[config.mk]
export PLATFORM = sky130hd
export DESIGN_NAME = dmem_copy_engine
export DESIGN_NICKNAME = d
export VERILOG_FILES = /design/src/rtl/dmem_copy_engine_pkg.sv /design/src/rtl/dmem_copy_engine.sv
export SDC_FILE = /design/constraint.sdc
export NUM_CORES = 1
export LEC_CHECK = 0
export ABC_AREA = 0
export BUFFER_PORTS_ARGS = -buffer_cell sky130_fd_sc_hd__buf_2
export CORE_AREA = 2 2 82 84
export CTS_CLUSTER_SIZE = 8
export DETAILED_ROUTE_END_ITERATION = 10
export DIE_AREA = 0 0 84 86
export GPL_TIMING_DRIVEN = 0
export MAX_ROUTING_LAYER = met4
export PLACE_DENSITY = 0.74
export SLEW_MARGIN = 10
export SYNTH_ARGS = -nofsm -noshare
export SYNTH_HDL_FRONTEND = slang
export SYNTH_SLANG_ARGS = --single-unit
[constraint.sdc]
create_clock -name clk -period 1.75 [get_ports clk]
set_input_delay 0.175 -clock clk [delete_from_list [all_inputs] [get_ports clk]]
set_output_delay 0.175 -clock clk [all_outputs]
set_load 0.02 [all_outputs]
[src/rtl/dmem_copy_engine_pkg.sv]
// rtl/dmem_copy_engine_pkg.sv - shared data-memory definitions and copy-engine types
package MiniLab_defs;

  localparam int DMEM_DEPTH = 6;
  localparam int DMA_LEN_W  = DMEM_DEPTH + 1;

  typedef enum logic {DMA_COPY, DMA_FILL} dma_mode_t;

endpackage

[src/rtl/dmem_copy_engine.sv]
// rtl/dmem_copy_engine.sv - block copy / fill initiator on a data-memory arbiter port
module dmem_copy_engine
  import MiniLab_defs::*;
(
  input  logic                  clk,
  input  logic                  rst,
  input  logic                  start_i,
  input  dma_mode_t             mode_i,
  input  logic [DMEM_DEPTH-1:0] src_i,
  input  logic [DMEM_DEPTH-1:0] dst_i,
  input  logic [DMA_LEN_W-1:0]  len_i,
  input  logic [15:0]           pattern_i,
  output logic                  busy_o,
  output logic                  done_o,
  output logic                  req_o,
  input  logic                  gnt_i,
  output logic                  we_o,
  output logic [DMEM_DEPTH-1:0] addr_o,
  output logic [15:0]           wdata_o,
  input  logic [15:0]           rdata_i
);

  typedef enum logic [1:0] {S_IDLE, S_READ, S_WRITE, S_DONE} state_t;

  state_t                state, next_state;
  dma_mode_t             mode_r;
  logic [DMEM_DEPTH-1:0] src_r, dst_r;
  logic [DMA_LEN_W-1:0]  cnt_r;
  logic [15:0]           pattern_r, data_r;
  logic                  busy_r;

  assign busy_o = busy_r;

  // addr_o depends only on registered state so dmem sees it stable from the posedge.
  always_comb begin
    next_state = state;
    req_o      = 1'b0;
    we_o       = 1'b0;
    addr_o     = '0;
    wdata_o    = '0;
    done_o     = 1'b0;
    case (state)
      S_IDLE: begin
        if (start_i) begin
          if (len_i == '0)            next_state = S_DONE;
          else if (mode_i == DMA_COPY) next_state = S_READ;
          else                         next_state = S_WRITE;
        end
      end
      S_READ: begin
        req_o  = 1'b1;
        addr_o = src_r;
        if (gnt_i) next_state = S_WRITE;
      end
      S_WRITE: begin
        req_o   = 1'b1;
        we_o    = 1'b1;
        addr_o  = dst_r;
        wdata_o = (mode_r == DMA_FILL) ? pattern_r : data_r;
        if (gnt_i) begin
          if (cnt_r == DMA_LEN_W'(1))  next_state = S_DONE;
          else if (mode_r == DMA_COPY) next_state = S_READ;
          else                         next_state = S_WRITE;
        end
      end
      S_DONE: begin
        done_o     = 1'b1;
        next_state = S_IDLE;
      end
      default: next_state = S_IDLE;
    endcase
  end

  always_ff @(posedge clk) begin
    if (rst) begin
      state     <= S_IDLE;
      mode_r    <= DMA_COPY;
      src_r     <= '0;
      dst_r     <= '0;
      cnt_r     <= '0;
      pattern_r <= '0;
      data_r    <= '0;
      busy_r    <= 1'b0;
    end else begin
      state  <= next_state;
      busy_r <= (next_state == S_READ) || (next_state == S_WRITE);
      case (state)
        S_IDLE: begin
          if (start_i) begin
            mode_r    <= mode_i;
            src_r     <= src_i;
            dst_r     <= dst_i;
            cnt_r     <= len_i;
            pattern_r <= pattern_i;
          end
        end
        S_READ: begin
          if (gnt_i) begin
            data_r <= rdata_i;
            src_r  <= src_r + DMEM_DEPTH'(1);
          end
        end
        S_WRITE: begin
          if (gnt_i) begin
            dst_r <= dst_r + DMEM_DEPTH'(1);
            cnt_r <= cnt_r - DMA_LEN_W'(1);
          end
        end
        default: ;
      endcase
    end
  end

endmodule

Word level (Yosys, flattened, before mapping). Index checks and enable logic that the tools add are counted.

Bits in registers: 55. Bits of input ports: 56. Logic and storage cells: 53.

$add $sub $neg: 3. Eq/ne operators: 9. Mux-type cells: 23. Reductions and logical operators: 10.

Operators by type and width (number): $pmux 6 s2 (3); $mux 16 (2); $mux 6 (4); $mux 2 (7); $mux 7 (2); $pmux 7 s2 (1); $add 6x1->6 const B (2); $pmux 2 s4 (1); $eq 7x1->1 const B (1); $logic_not 7->1 (1); $sub 7x1->7 const B (1); $eq 2x2->1 const B (3); $ne 2x2->1 const B (3); $reduce_and 3->1 (2); $eq 2x1->1 const B (2); $reduce_and 2->1 (2); $reduce_bool 2->1 (2); $mux 1 (3); $logic_not 2->1 (1); $reduce_or 2->1 (1); $logic_or 1x1->1 (1).

Longest topological paths before layout.
Depth in word-level cells: 6. Mapped depth: 9. Gate-level depth less buffers: 7.

Worst setup path before layout. OpenSTA, ideal clock, no wires.

Kind: register to output. Start: reg state[0]. End: out wdata_o[10]. Data arrival time: 1.703 ns. Required time: 1.575 ns. Path slack: -0.128 ns. Cell stages (with the launch flop): 8. Path buffers: 3. Cell sequence: dfxtp_1 > inv_1 > ha_1 > buf_2 > inv_1 > clkbuf_1 > buf_2 > nor2_1.

Longest elaborated chain between the ends: 2.

RTL lines: start: declaration (RTL line dmem_copy_engine.sv:25) `state_t state, next_state;`; start signal: assignment (RTL line dmem_copy_engine.sv:85) `state <= next_state;`; $eq 2x2->1 (RTL line dmem_copy_engine.sv:42) `case (state)`; $mux 16 (RTL line dmem_copy_engine.sv:42); end: declaration (RTL line dmem_copy_engine.sv:19) `output logic [15:0] wdata_o,`.

No other way between the ends.

Worst setup path after layout.
Start: reg state[0]. End: out wdata_o[6].

Same word-level chain as after synthesis.

==> results by group <==
Status
  – Status: finished, violations left
  – Failing checks: setup timing

Cells and area
  – Final Cell Area: 4030 um^2
  – Final Util: 64.2%
  – Multi-input logic area: 1840 um^2
  – Register Area: 1110 um^2
  – Share of cells above drive strength 1: 35.5%
  – Area Growth Syn to Fin: 39.5%
  – Post-Layout Cell Count: 556
  – Fillcell total: 540
  – Final Net Count: 542
  – Antenna cells: 0

Power and ir drop
  – Clock share of power: 22.6%
  – Sw frac: 35.5%
  – Worst IR Drop VDD: 0.555 mV
  – Psw: 1.21 mW
  – Total power: 3.40 mW
  – Power Density: 844 nW/um^2
  – P_int: 2.19 mW
  – Sequential share of power: 44.1%
  – Leakage power: 1.60 nW
  – Comb pwr share: 33.3%

Synth
  – Area leader, netlist: dfxtp_1
  – Ys async rst share: 0%
  – EDFF count, synth: 0
  – Yosys reg bits: 55
  – Syn Nets: 443
  – Share of the synthesized area in the top cell type: 38.1%
  – XOR/XNOR Fraction of Synth Area: 0.303%
  – Post-synthesis mux area share: 6.24%
  – Ys Warns: 0
  – Syn avg cell area: 7.62 um^2
  – Synth area leaders: dfxtp_1 38%, nand2_1 12%, a21oi_1 8.0%
  – Synth Area in Compound Gates: 22.3%
  – Netlist cell types: 48
  – Largest family of logic cells by synthesized area: simple AND/OR/NAND/NOR gates
  – Syn Inst Count: 379
  – Simple-gate share of the synthesized area: 23.6%
  – Netlist Area Pre-Place: 2890 um^2
  – Sequential share of the synthesized area: 38.1%
  – Adder-cell share of the synthesized area: 3.47%
  – Primary FF master, synth: dfxtp_1

STA
  – F_max: 0.555 GHz
  – Clk_skew: 7.23 ps
  – Final setup violation count: 13
  – Fin. Hold Viols: 0
  – Final Cycle Share: 103%
  – RSZ-0062 raised after global routing: yes
  – Slew Viols, Final: 0
  – Setup TNS: -459 ps
  – Tmin final: 1800 ps
  – Slew headroom: 56.8%
  – Worst Tran Pin Value: 648 ps
  – Min setup slack post-route: -51.5 ps

Critical path
  – Worst EP arrival: 1630 ps
  – Worst setup EP type: output pin
  – Req. time, crit path: 1570 ps
  – CP Max Fanout: 7
  – Worst setup SP type: register
  – Crit Path Category: register to output pin

Clock tree
  – TritonCTS clock tree: yes
  – H-tree depth: 2
  – Clk sinks: 55
  – Worst-Skew Late Latency: 320 ps
  – Root Driver: clkbuf_8
  – Num CTS Buffers: 5
  – Worst-path clk slew: 110 ps
  – Maximum root-to-sink buffer count: 2

Global routing
  – Total gr overflow: 0
  – First-pass GRT wire length: 12800 um
  – Number of global-route vias before repair: 2782
  – Largest net degree at the start of global routing: 19
  – All-Layer GR Usage: 22.3%
  – Antenna violations before repair: 0

Routing
  – DR vias: 3065
  – Avg Vias per Cell: 5.51
  – Iter 0 DRT Violations: 159
  – Final ANT Viol Nets: 0
  – Routed WL: 8730 um
  – 1st-pass router iterations: 5
  – Wire length per cell: 15.7 um
  – Number of remaining DRC errors: 0

Worst hold path
  – Hold/Removal Path Class: input port to register

Place
  – Placement-stage cell area: 3420 um^2
  – IO Port Bufs: 80
  – DPL Wire Length: 5510 um
  – Placed instance count: 536
  – Routability cong.: 0.844

Floorplan
  – I/O pins: 82
  – Die Wd: 84 um
  – Rows: 29
  – Die H: 86 um
  – Core area: 6280 um^2
  – Starting density of the core: 46.0%
  – Die area: 7220 um^2

Job
  – Max-cap viol count: 0
==> registers in the layout, summed over array words and instances (netlist names) <==
name / flops
state: 2
data_r: 16
mode_r: 1
src_r: 6
cnt_r: 7
busy_o: 1
dst_r: 6
pattern_r: 16
==> what timing repair did <==
| action | in CTS | in global routing |
|---|---|---|
| setup buffers | 8 | 4 |
| gates cloned | 1 | 3 |
| resized for setup | 50 | 52 |
| pin swaps | 2 | 25 |
| setup endpoints to repair | 62 | 64 |
| hold buffers | 0 | 0 |
| endpoints found under the hold margin | 0 | 0 |
==> path summary, 6_finish.rpt <==
path	startpoint	end	slack, ps	cells past startpoint
max reg2reg	state[0]	src_r[0]	0	7
min	rdata_i[7]	data_r[7]	80	3
max	state[0]	wdata_o[6]	-50	8
min reg2reg	data_r[2]	data_r[2]	470	2
==> cells by family (layout without fill, tap and decap cells) <==
| logic type | count (synthesis) | in the layout |
|---|---|---|
| AND/OR/NAND/NOR | 161 | 161 |
| AO/OA/AOI/OAI | 100 | 100 |
| flip-flops | 55 | 55 |
| buffers and inverters | 36 | 136 |
| XOR/XNOR | 1 | 1 |
| adder cells (fa/ha/maj) | 8 | 8 |
| multiplexers | 18 | 18 |
==> synth_stat cells (3+ instances only) <==
cell type	count
mux2i_1	18
clkbuf_1	10
nand3_1	4
nor3_1	6
buf_4	3
inv_1	9
a22oi_1	12
nand2_1	93
nor2b_1	11
ha_1	8
buf_2	7
o31ai_1	4
a211oi_1	4
dfxtp_1	55
nor2_1	36
o21ai_0	13
a21oi_1	46
==> critical path, stage by stage (launching register included) <==
cell and delay (ps):
dfxtp_4 380, inv_4 70, ha_4 140, buf_8 130
inv_6 50, clkbuf_16 160, clkbuf_16 170, nor2_4 80
buf_6 120
==> power by group through the flow <==
| stage | logic (mW) | registers, mW | clock network [mW] |
|---|---|---|---|
| after floorplan | 0.628 | 1.48 | 0 |
| after global placement | 0.840 | 1.50 | 0 |
| after detailed placement | 0.857 | 1.50 | 0 |
| after CTS | 0.964 | 1.47 | 0.763 |
| after global routing | 1.22 | 1.51 | 0.818 |
| final | 1.13 | 1.50 | 0.769 |
==> placed cells by master, fill, tap and decap left out, drive strengths merged, types with 2 or more instances in the layout <==
master,count
nor2,37
dfxtp,55
o2bb2ai,2
nand3,4
a211oi,7
a21o,2
mux2i,18
o21ai,13
nor4,2
a21oi,46
ha,8
nor3,6
a22oi,12
inv,13
o31ai,4
buf,109
nor2b,12
nand2,93
clkbuf,13
o22ai,2
o221ai,2
==> per-stage QoR <==
step / setup WS [ps] / hold slack (ps)
finish: -51.5 / 76.1
CTS: -81.8 / 77.6
global route: -84.9 / 76.3
detailed placement: -222 / 420
floorplan: 34.4 / 311
global placement: -193 / 416
==> per-layer routing <==
layer	vias to the layer above	share of wire [%]	track usage [%]
met2	120	49	37.7
met4	0	1.3	5.72
met1	1432	43	27.5
met5	-	0	-
li1	1498	-	-
met3	15	6.8	4.43
==> area by class of cell <==
cell class	count	area share, %
flip-flops and latches	55	27.6
inverters	11	1.21
clock inverters	3	0.559
repair buffers	96	15.9
plain buffers	21	5.03
well taps	77	2.39
multi-input cells	288	45.6
clock buffers	5	1.71
No activity file was read; power rests on OpenSTA's default activity.
